[src/rtl/ahb_lite_reg_slave.sv]
// ahb_lite_reg_slave
// AHB-Lite register-bank responder. Holds 2**REGS_EXP 32-bit registers. The
// highest-indexed register is a read-only ID word. Byte, halfword and word
// accesses are supported. Bad accesses get a two-cycle ERROR response. All
// register contents are exported flat for fabric logic.
//
// Optional feature macro: AHB_REG_SLAVE_WAIT_EN
//   defined   : WAIT state and counter are built; WAIT_CYCLES (0..15) wait
//               states are inserted per non-error data phase
//   undefined : every non-error access is zero-wait
//
// Ports
//   HCLK, HRESETn    bus clock, asynchronous active-low reset
//   HSEL             slave select from the address decoder
//   HADDR, HTRANS    address-phase address and transfer type
//   HWRITE, HSIZE    address-phase direction and size
//   HWDATA           data-phase write data
//   HREADY           bus-level ready from the response mux
//   HREADYOUT        this slave's ready
//   HRESP            0 = OKAY, 1 = ERROR
//   HRDATA           data-phase read data (full word, lanes not shifted)
//   REGS_FLAT        register i on bits [32*i+31:32*i]
module ahb_lite_reg_slave #(
    parameter int          REGS_EXP    = 3,
    parameter int          WAIT_CYCLES = 0,
    parameter logic [31:0] ID_VALUE    = 32'h5052_4953
) (
    input  logic                         HCLK,
    input  logic                         HRESETn,
    input  logic                         HSEL,
    input  logic [31:0]                  HADDR,
    input  logic [1:0]                   HTRANS,
    input  logic                         HWRITE,
    input  logic [2:0]                   HSIZE,
    input  logic [31:0]                  HWDATA,
    input  logic                         HREADY,
    output logic                         HREADYOUT,
    output logic                         HRESP,
    output logic [31:0]                  HRDATA,
    output logic [(2**REGS_EXP)*32-1:0]  REGS_FLAT
);

    localparam int                  NREGS  = 2**REGS_EXP;
    localparam logic [REGS_EXP-1:0] ID_IDX = REGS_EXP'(NREGS - 1);

`ifdef AHB_REG_SLAVE_WAIT_EN
    typedef enum logic [1:0] {ST_IDLE, ST_WAIT, ST_ERR1, ST_ERR2} state_t;
    logic [3:0] cnt_reg, cnt_next;
`else
    typedef enum logic [1:0] {ST_IDLE, ST_ERR1, ST_ERR2} state_t;
    localparam int unused_wait_cycles = WAIT_CYCLES;
`endif

    state_t state_reg, state_next;

    // Address bits above the word index are not decoded here.
    logic unused_haddr;
    assign unused_haddr = ^HADDR[31:REGS_EXP+2];

    // Address-phase decode.
    logic                cap;
    logic [REGS_EXP-1:0] idx_now;
    logic                err_now;

    assign cap     = HSEL && HREADY && HTRANS[1];
    assign idx_now = HADDR[REGS_EXP+1:2];
    assign err_now = (HSIZE > 3'b010)
                  || (HSIZE == 3'b001 && HADDR[0])
                  || (HSIZE == 3'b010 && HADDR[1:0] != 2'b00)
                  || (HWRITE && idx_now == ID_IDX);

    // Captured address-phase state. Held while the bus is stalled.
    logic                valid_reg;
    logic                err_reg;
    logic                write_reg;
    logic [REGS_EXP-1:0] idx_reg;
    logic [1:0]          lo_reg;
    logic [2:0]          size_reg;

    always_ff @(posedge HCLK or negedge HRESETn) begin
        if (!HRESETn) begin
            valid_reg <= 1'b0;
            err_reg   <= 1'b0;
            write_reg <= 1'b0;
            idx_reg   <= '0;
            lo_reg    <= '0;
            size_reg  <= '0;
        end else if (HREADY) begin
            valid_reg <= cap;
            if (cap) begin
                err_reg   <= err_now;
                write_reg <= HWRITE;
                idx_reg   <= idx_now;
                lo_reg    <= HADDR[1:0];
                size_reg  <= HSIZE;
            end
        end
    end

    // Response FSM.
    always_ff @(posedge HCLK or negedge HRESETn) begin
        if (!HRESETn) begin
            state_reg <= ST_IDLE;
`ifdef AHB_REG_SLAVE_WAIT_EN
            cnt_reg   <= '0;
`endif
        end else begin
            state_reg <= state_next;
`ifdef AHB_REG_SLAVE_WAIT_EN
            cnt_reg   <= cnt_next;
`endif
        end
    end

    always_comb begin
        state_next = state_reg;
        HREADYOUT  = 1'b1;
        HRESP      = 1'b0;
`ifdef AHB_REG_SLAVE_WAIT_EN
        cnt_next   = cnt_reg;
`endif
        case (state_reg)
            ST_IDLE, ST_ERR2: begin
                if (state_reg == ST_ERR2) begin
                    HRESP      = 1'b1;
                    state_next = ST_IDLE;
                end
                // The state entered here governs the data phase of the
                // transfer being captured on this edge.
                if (cap) begin
                    if (err_now) begin
                        state_next = ST_ERR1;
                    end
`ifdef AHB_REG_SLAVE_WAIT_EN
                    else if (WAIT_CYCLES > 0) begin
                        state_next = ST_WAIT;
                        cnt_next   = 4'(WAIT_CYCLES - 1);
                    end
`endif
                end
            end
`ifdef AHB_REG_SLAVE_WAIT_EN
            ST_WAIT: begin
                HREADYOUT = 1'b0;
                if (cnt_reg == 4'd0) begin
                    state_next = ST_IDLE;
                end else begin
                    cnt_next = cnt_reg - 4'd1;
                end
            end
`endif
            ST_ERR1: begin
                HREADYOUT  = 1'b0;
                HRESP      = 1'b1;
                state_next = ST_ERR2;
            end
            default: state_next = ST_IDLE;
        endcase
    end

    // Write commit on the completing data-phase edge only.
    logic       commit;
    logic [3:0] be;

    assign commit = valid_reg && write_reg && !err_reg && (state_reg == ST_IDLE);

    generate
        for (genvar gi = 0; gi < 4; gi++) begin : g_be
            always_comb begin
                case (size_reg)
                    3'b000:  be[gi] = (lo_reg == 2'(gi));
                    3'b001:  be[gi] = (lo_reg[1] == 1'(gi >> 1));
                    default: be[gi] = 1'b1;
                endcase
            end
        end
    endgenerate

    logic [31:0] regs_reg [NREGS-1];

    always_ff @(posedge HCLK or negedge HRESETn) begin
        if (!HRESETn) begin
            for (int r = 0; r < NREGS - 1; r++) begin
                regs_reg[r] <= '0;
            end
        end else if (commit) begin
            for (int r = 0; r < NREGS - 1; r++) begin
                if (idx_reg == REGS_EXP'(r)) begin
                    for (int b = 0; b < 4; b++) begin
                        if (be[b]) begin
                            regs_reg[r][8*b +: 8] <= HWDATA[8*b +: 8];
                        end
                    end
                end
            end
        end
    end

    // Full register view including the hard-wired ID word.
    logic [31:0] word_all [NREGS];

    generate
        for (genvar gi = 0; gi < NREGS; gi++) begin : g_words
            if (gi == NREGS - 1) begin : g_id
                assign word_all[gi] = ID_VALUE;
            end else begin : g_rw
                assign word_all[gi] = regs_reg[gi];
            end
            assign REGS_FLAT[32*gi +: 32] = word_all[gi];
        end
    endgenerate

    assign HRDATA = (valid_reg && !err_reg) ? word_all[idx_reg] : 32'h0;

endmodule

[config.mk]
export PLATFORM = sky130hd
export DESIGN_NAME = ahb_lite_reg_slave
export DESIGN_NICKNAME = d
export VERILOG_FILES = /design/src/rtl/ahb_lite_reg_slave.sv
export SDC_FILE = /design/constraint.sdc
export NUM_CORES = 1
export LEC_CHECK = 0
export BUFFER_PORTS_ARGS = -buffer_cell sky130_fd_sc_hd__buf_2
export CAP_MARGIN = 40
export CORE_ASPECT_RATIO = 1.2
export CORE_UTILIZATION = 25
export CTS_BUF_LIST = sky130_fd_sc_hd__clkbuf_4 sky130_fd_sc_hd__clkbuf_8
export CTS_CLUSTER_DIAMETER = 80
export CTS_CLUSTER_SIZE = 10
export DETAILED_ROUTE_END_ITERATION = 7
export HOLD_SLACK_MARGIN = 0.1
export RECOVER_POWER = 100
export SYNTH_ARGS = -nofsm -noshare
export SYNTH_HDL_FRONTEND = slang
export SYNTH_SLANG_ARGS = --single-unit
[constraint.sdc]
create_clock -name HCLK -period 3.1 [get_ports HCLK]
set_clock_uncertainty 0.15 [all_clocks]
set_input_delay 0.62 -clock HCLK [delete_from_list [all_inputs] [get_ports HCLK]]
set_output_delay 0.62 -clock HCLK [all_outputs]
set_load 0.02 [all_outputs]
Word level (Yosys, flattened, before mapping)
Cells that the tools add are included.
- bits in registers: 237
- bits of input ports: 74
- output and inout port bits: 290
- word-level logic and storage cells: 117
- $lt $le $gt $ge: 2
- eq/ne operators: 15
- muxes and demuxes: 15
- bitwise logic cells: 2
- reduce and logical (&&, ||, !) cells: 48
- operator list (kind ; count):
    binary-select mux 32 bit (select 3 bit) ; 1
    two-way mux 32 bit ; 3
    AND reduction 3 bit ; 28
    equality test 3 bit, second input constant ; 4
    one-hot mux 1 bit (2 select lines) ; 5
    equality test 3 x 1 -> 1 bit, second input constant ; 3
    equality test 3 x 2 -> 1 bit, second input constant ; 3
    logical AND 1 bit ; 9
    equality test 2 bit, second input constant ; 3
    zero test 3 bit ; 2
    two-way mux 2 bit ; 3
    equality test 2 x 1 -> 1 bit, second input constant ; 2
    greater-or-equal comparator 4 bit, second input constant ; 1
    zero test 2 bit ; 2
    NOT 3 -> 4 bit ; 1
    one-hot mux 2 bit (2 select lines) ; 1
    greater-than comparator 3 x 2 -> 1 bit, second input constant ; 1
    logical OR 1 bit ; 3
    two-way mux 1 bit ; 2
    AND reduction 2 bit ; 1
    nonzero test 2 bit ; 1
    OR reduction 2 bit ; 1
    zero test 1 bit ; 1
    NOT 1 bit ; 1

Longest topological paths before layout
- word-level depth: 8
- mapped depth: 8
- depth with buffers taken out: 6

Worst setup path after synthesis
Ideal clock, no wire load.
- path type: reg-to-output
- start: register idx_reg[0]
- end: output port HRDATA[11]
- arrival: 1769 ps
- data required time: 2330 ps
- slack: 561 ps
- cell stages (with the launch flop): 7
- buffers on the path: 3
- cell sequence: dfrtp_1 > buf_2 > buf_4 > buf_2 > mux4_2 > nand2_1 > o21ai_0
- word-level cells in the longest chain between the ends: 5
- RTL lines (element ; line ; source):
    start: declaration ; 76 ; logic [REGS_EXP-1:0] idx_reg;
    start signal: assignment ; 93 ; idx_reg <= idx_now;
    NOT 3 -> 4 bit (not written as such) ; 213 ; assign HRDATA = (valid_reg && !err_reg) ? word_all[idx_reg] : 32'h0;
    binary-select mux 32 bit (select 3 bit) ; 213 ;
    two-way mux 32 bit (not written as such) (2 in series) ; 213 ;
    two-way mux 32 bit ; 213 ;
    end: declaration ; 39 ; output logic [31:0] HRDATA,
No other way between the ends. The select of a mux whose other input is x is not followed.

Worst setup path after layout
- start: register idx_reg[0]
- end: output port HRDATA[17]
The elaborated chain is that of the path after synthesis.

==> metrics.md <==
| Metric | Value |
|---|---|
| Setup slack, reg-to-reg | `0.24 ns` |
| Setup TNS | `0 ns` |
| CTS Buffer Depth | `3` |
| RSZ-0062 raised after global routing | `true` |
| DR pass1 iterations | `6` |
| Mean Syn Cell Area | `13.94 um^2` |
| Post-route minimum period | `3.036 ns` |
| Yosys top cell area share | `0.5317` |
| Worst EP arrival | `2.27 ns` |
| Top Ports | `364` |
| Share of cells above drive strength 1 | `0.3795` |
| Max reg flops | `224` |
| Number of global-route vias before repair | `7,857` |
| Yosys top cell by area | `dfrtp_1` |
| Largest net degree at the start of global routing | `67` |
| Netlist Area Pre-Place | `11,150 um^2` |
| Yosys warns | `0` |
| CP endpoint | `HRDATA[17]` |
| Die Footprint | `45,470 um^2` |
| Reg-to-Reg Start | `state_reg[1]` |
| Fmax | `329.3 MHz` |
| Relative slew slack | `-0.2872` |
| CTS H-tree lvls | `1` |
| Vias per cell | `4.632` |
| Total wire length | `37,680 um` |
| DR vias | `7,920` |
| Crit-path cells | `buf_12 > buf_12 > buf_4 > mux4_2 > nand2_1 > o21ai_0 > buf_2` |
| Worst path buffer plus inverter count | `4` |
| Worst path slowest cell | `dfrtp_4` |
| Drt wl/cell | `22.04 um` |
| Violated checks | `max-capacitance violations, max-slew violations` |
| Least-Margin Pin Slew | `1.931 ns` |
| Hold Crit Class | `in -> reg` |
| Worst path depth | `7` |
| Post-synth EDFFs | `0` |
| Initial antenna violation count | `2` |
| CP top delay family | `buffers and inverters` |
| Root Driver | `clkbuf_8` |
| Slew Viols, Final | `64` |
| Async set-reset flop share out of synthesis | `1.000` |
| Worst Setup SP | `idx_reg[0]` |
| Global-route wire length before repair | `53,660 um` |
| Area Growth Syn to Fin | `23.67%` |
| CTS tree | `built` |
| Yosys reg bits | `237` |
| DRC | `0` |
| Reg2reg path depth | `7` |
| CP Class | `reg -> out` |
| Initial DRC Count | `338` |
| Number of cell rows | `84` |
| Startpoint types | `register` |
| Die width | `194.8 um` |
| Placer Congestion | `0.7823` |
| DP Wirelength | `25,780 um` |
| Cell Pwr Density | `795.6 nW/um^2` |
| Fin nets | `1,227` |
| Post-layout power | `10.97 mW` |
| Peak VDD IR | `349.1 uV` |
| Hold slack | `0.1409 ns` |
| Leakage | `6.148 nW` |
| Fin worst setup slack | `0.06370 ns` |
| Most common cell in the netlist | `dfrtp_1` |
| Status | `finished with violations` |
| Final design utilization | `0.3140` |
| Number of max-cap violations | `1` |
| Setup crit end kind | `output port` |
| Top post-synthesis cells by count | `237 x dfrtp_1, 224 x mux2_2, 41 x a21oi_1` |
| Final ANT Viol Nets | `0` |
| Period utilization | `0.9795` |
| GRT Residual Overflow | `0` |
| Number of setup violations in the final report | `0` |
| Sequential fraction of the synthesis area | `0.5317` |
| Starting Density | `0.2539` |
| Final Hold Fails | `0` |
| Crit-path max FO | `9` |
| CTS Buf Count | `27` |
| Die height | `233.4 um` |
| Mapped Cells | `800` |
| Post-place setup slack | `0.3138 ns` |
| Buffers on Ports | `303` |
| Slowest stage delay, CP | `0.50 ns` |
| Critical Path RT | `2.33 ns` |
| FF-to-FF End | `REGS_FLAT[42]` |
| Top cells by area, synth | `dfrtp_1 53%, mux2_2 23%, mux4_2 6.5%` |
| Synth Flop Type | `dfrtp_1` |
| Core ar. | `43,930 um^2` |
| Gr usage total | `0.1595` |
| Clock Sinks | `237` |
| Library cells used by synthesis | `36` |
| CTS clk-pin slew, worst paths | `0.08 ns` |
| Cell mode on critical path | `buf_12` |
| Skew-Pair Late Insertion Delay | `0.58 ns` |
-- placed cells by master (no fill, tap or decap), drive strengths merged, types with 4 or more instances in the layout --
master,instances
dlygate4sd3,4
o21ai,35
conb,32
o22ai,12
nor2,43
clkbuf,281
a21oi,41
buf,108
mux2,245
inv,5
mux4,32
mux2i,20
dfrtp,237
nand2b,11
ha,5
nand2,17
-- worst reg2reg max path: stages (launching register included) --
cell and delay [ns]:
dfrtp_1 0.41, inv_1 0.12, ha_1 0.22, nand4b_1 0.23
or3_1 0.46, clkbuf_1 0.17, nor2_2 0.56, mux2_2 0.42
-- how the worst min path moves through the flow --
stage | slack (ns) | end | cells after the start | startpoint
global placement | 0.34 | size_reg[1] | 1 | size_reg[1]
detailed placement | 0.35 | size_reg[1] | 1 | size_reg[1]
floorplan | 0.17 | REGS_FLAT[0] | 0 | HRESETn
finish | 0.14 | idx_reg[0] | 2 | HADDR[2]
global route | 0.13 | idx_reg[0] | 2 | HADDR[2]
CTS | 0.11 | idx_reg[0] | 2 | HADDR[2]
-- repair_timing --
item / in CTS / in global routing
resized for setup: 3 / 16
cloned: 0 / 3
buffers inserted: 7 / 11
hold buffers: 4 / 0
pin swaps: 0 / 2
endpoints found under the setup margin: 32 / 30
hold endpoints to repair: 64 / 0
-- final cells by class --
class	count	area, um^2
Clock inverter	1	5.005
Sequential cell	237	5942
Fill cell	4530	30140
Timing Repair Buffer	364	1886
Inverter	5	18.77
Antenna cell	2	5.005
Multi-Input combinational cell	513	4851
Tap cell	559	699.4
Clock buffer	29	386.6
-- kinds of logic after synthesis --
family / after synthesis / synth area share
fa+ha+maj: 5 / 0.005609
buf+inv: 80 / 0.04061
simple gates: 86 / 0.04409
other cells: 2 / 0.0006733
flops: 237 / 0.5317
mux: 297 / 0.3326
compound gates: 93 / 0.04465
-- where the power goes --
group          internal, mW  switching [mW]  total (mW)
Clock                 0.801            1.10        1.90
Sequential             4.00           0.773        4.78
Combinational          1.71            2.58        4.29
Total                  6.52            4.46        11.0
-- through the flow --
| stage | cells | instance area, um^2 |
|---|---|---|
| floorplan | 830 | 11270 |
| global placement | 1653 | 13480 |
| detailed placement | 1653 | 13480 |
| CTS | 1694 | 13970 |
| global route | 1710 | 13790 |
| finish | 1710 | 13790 |
-- layer usage --
metal | track usage | routed length, um | vias up
li1 | - | - | 3521
met1 | 0.2081 | 16310 | 4080
met2 | 0.2695 | 18360 | 260
met3 | 0.02570 | 2006 | 59
met4 | 0.05143 | 996 | 0
met5 | 0 | 0 | -
(Power assumes the default switching activity.)
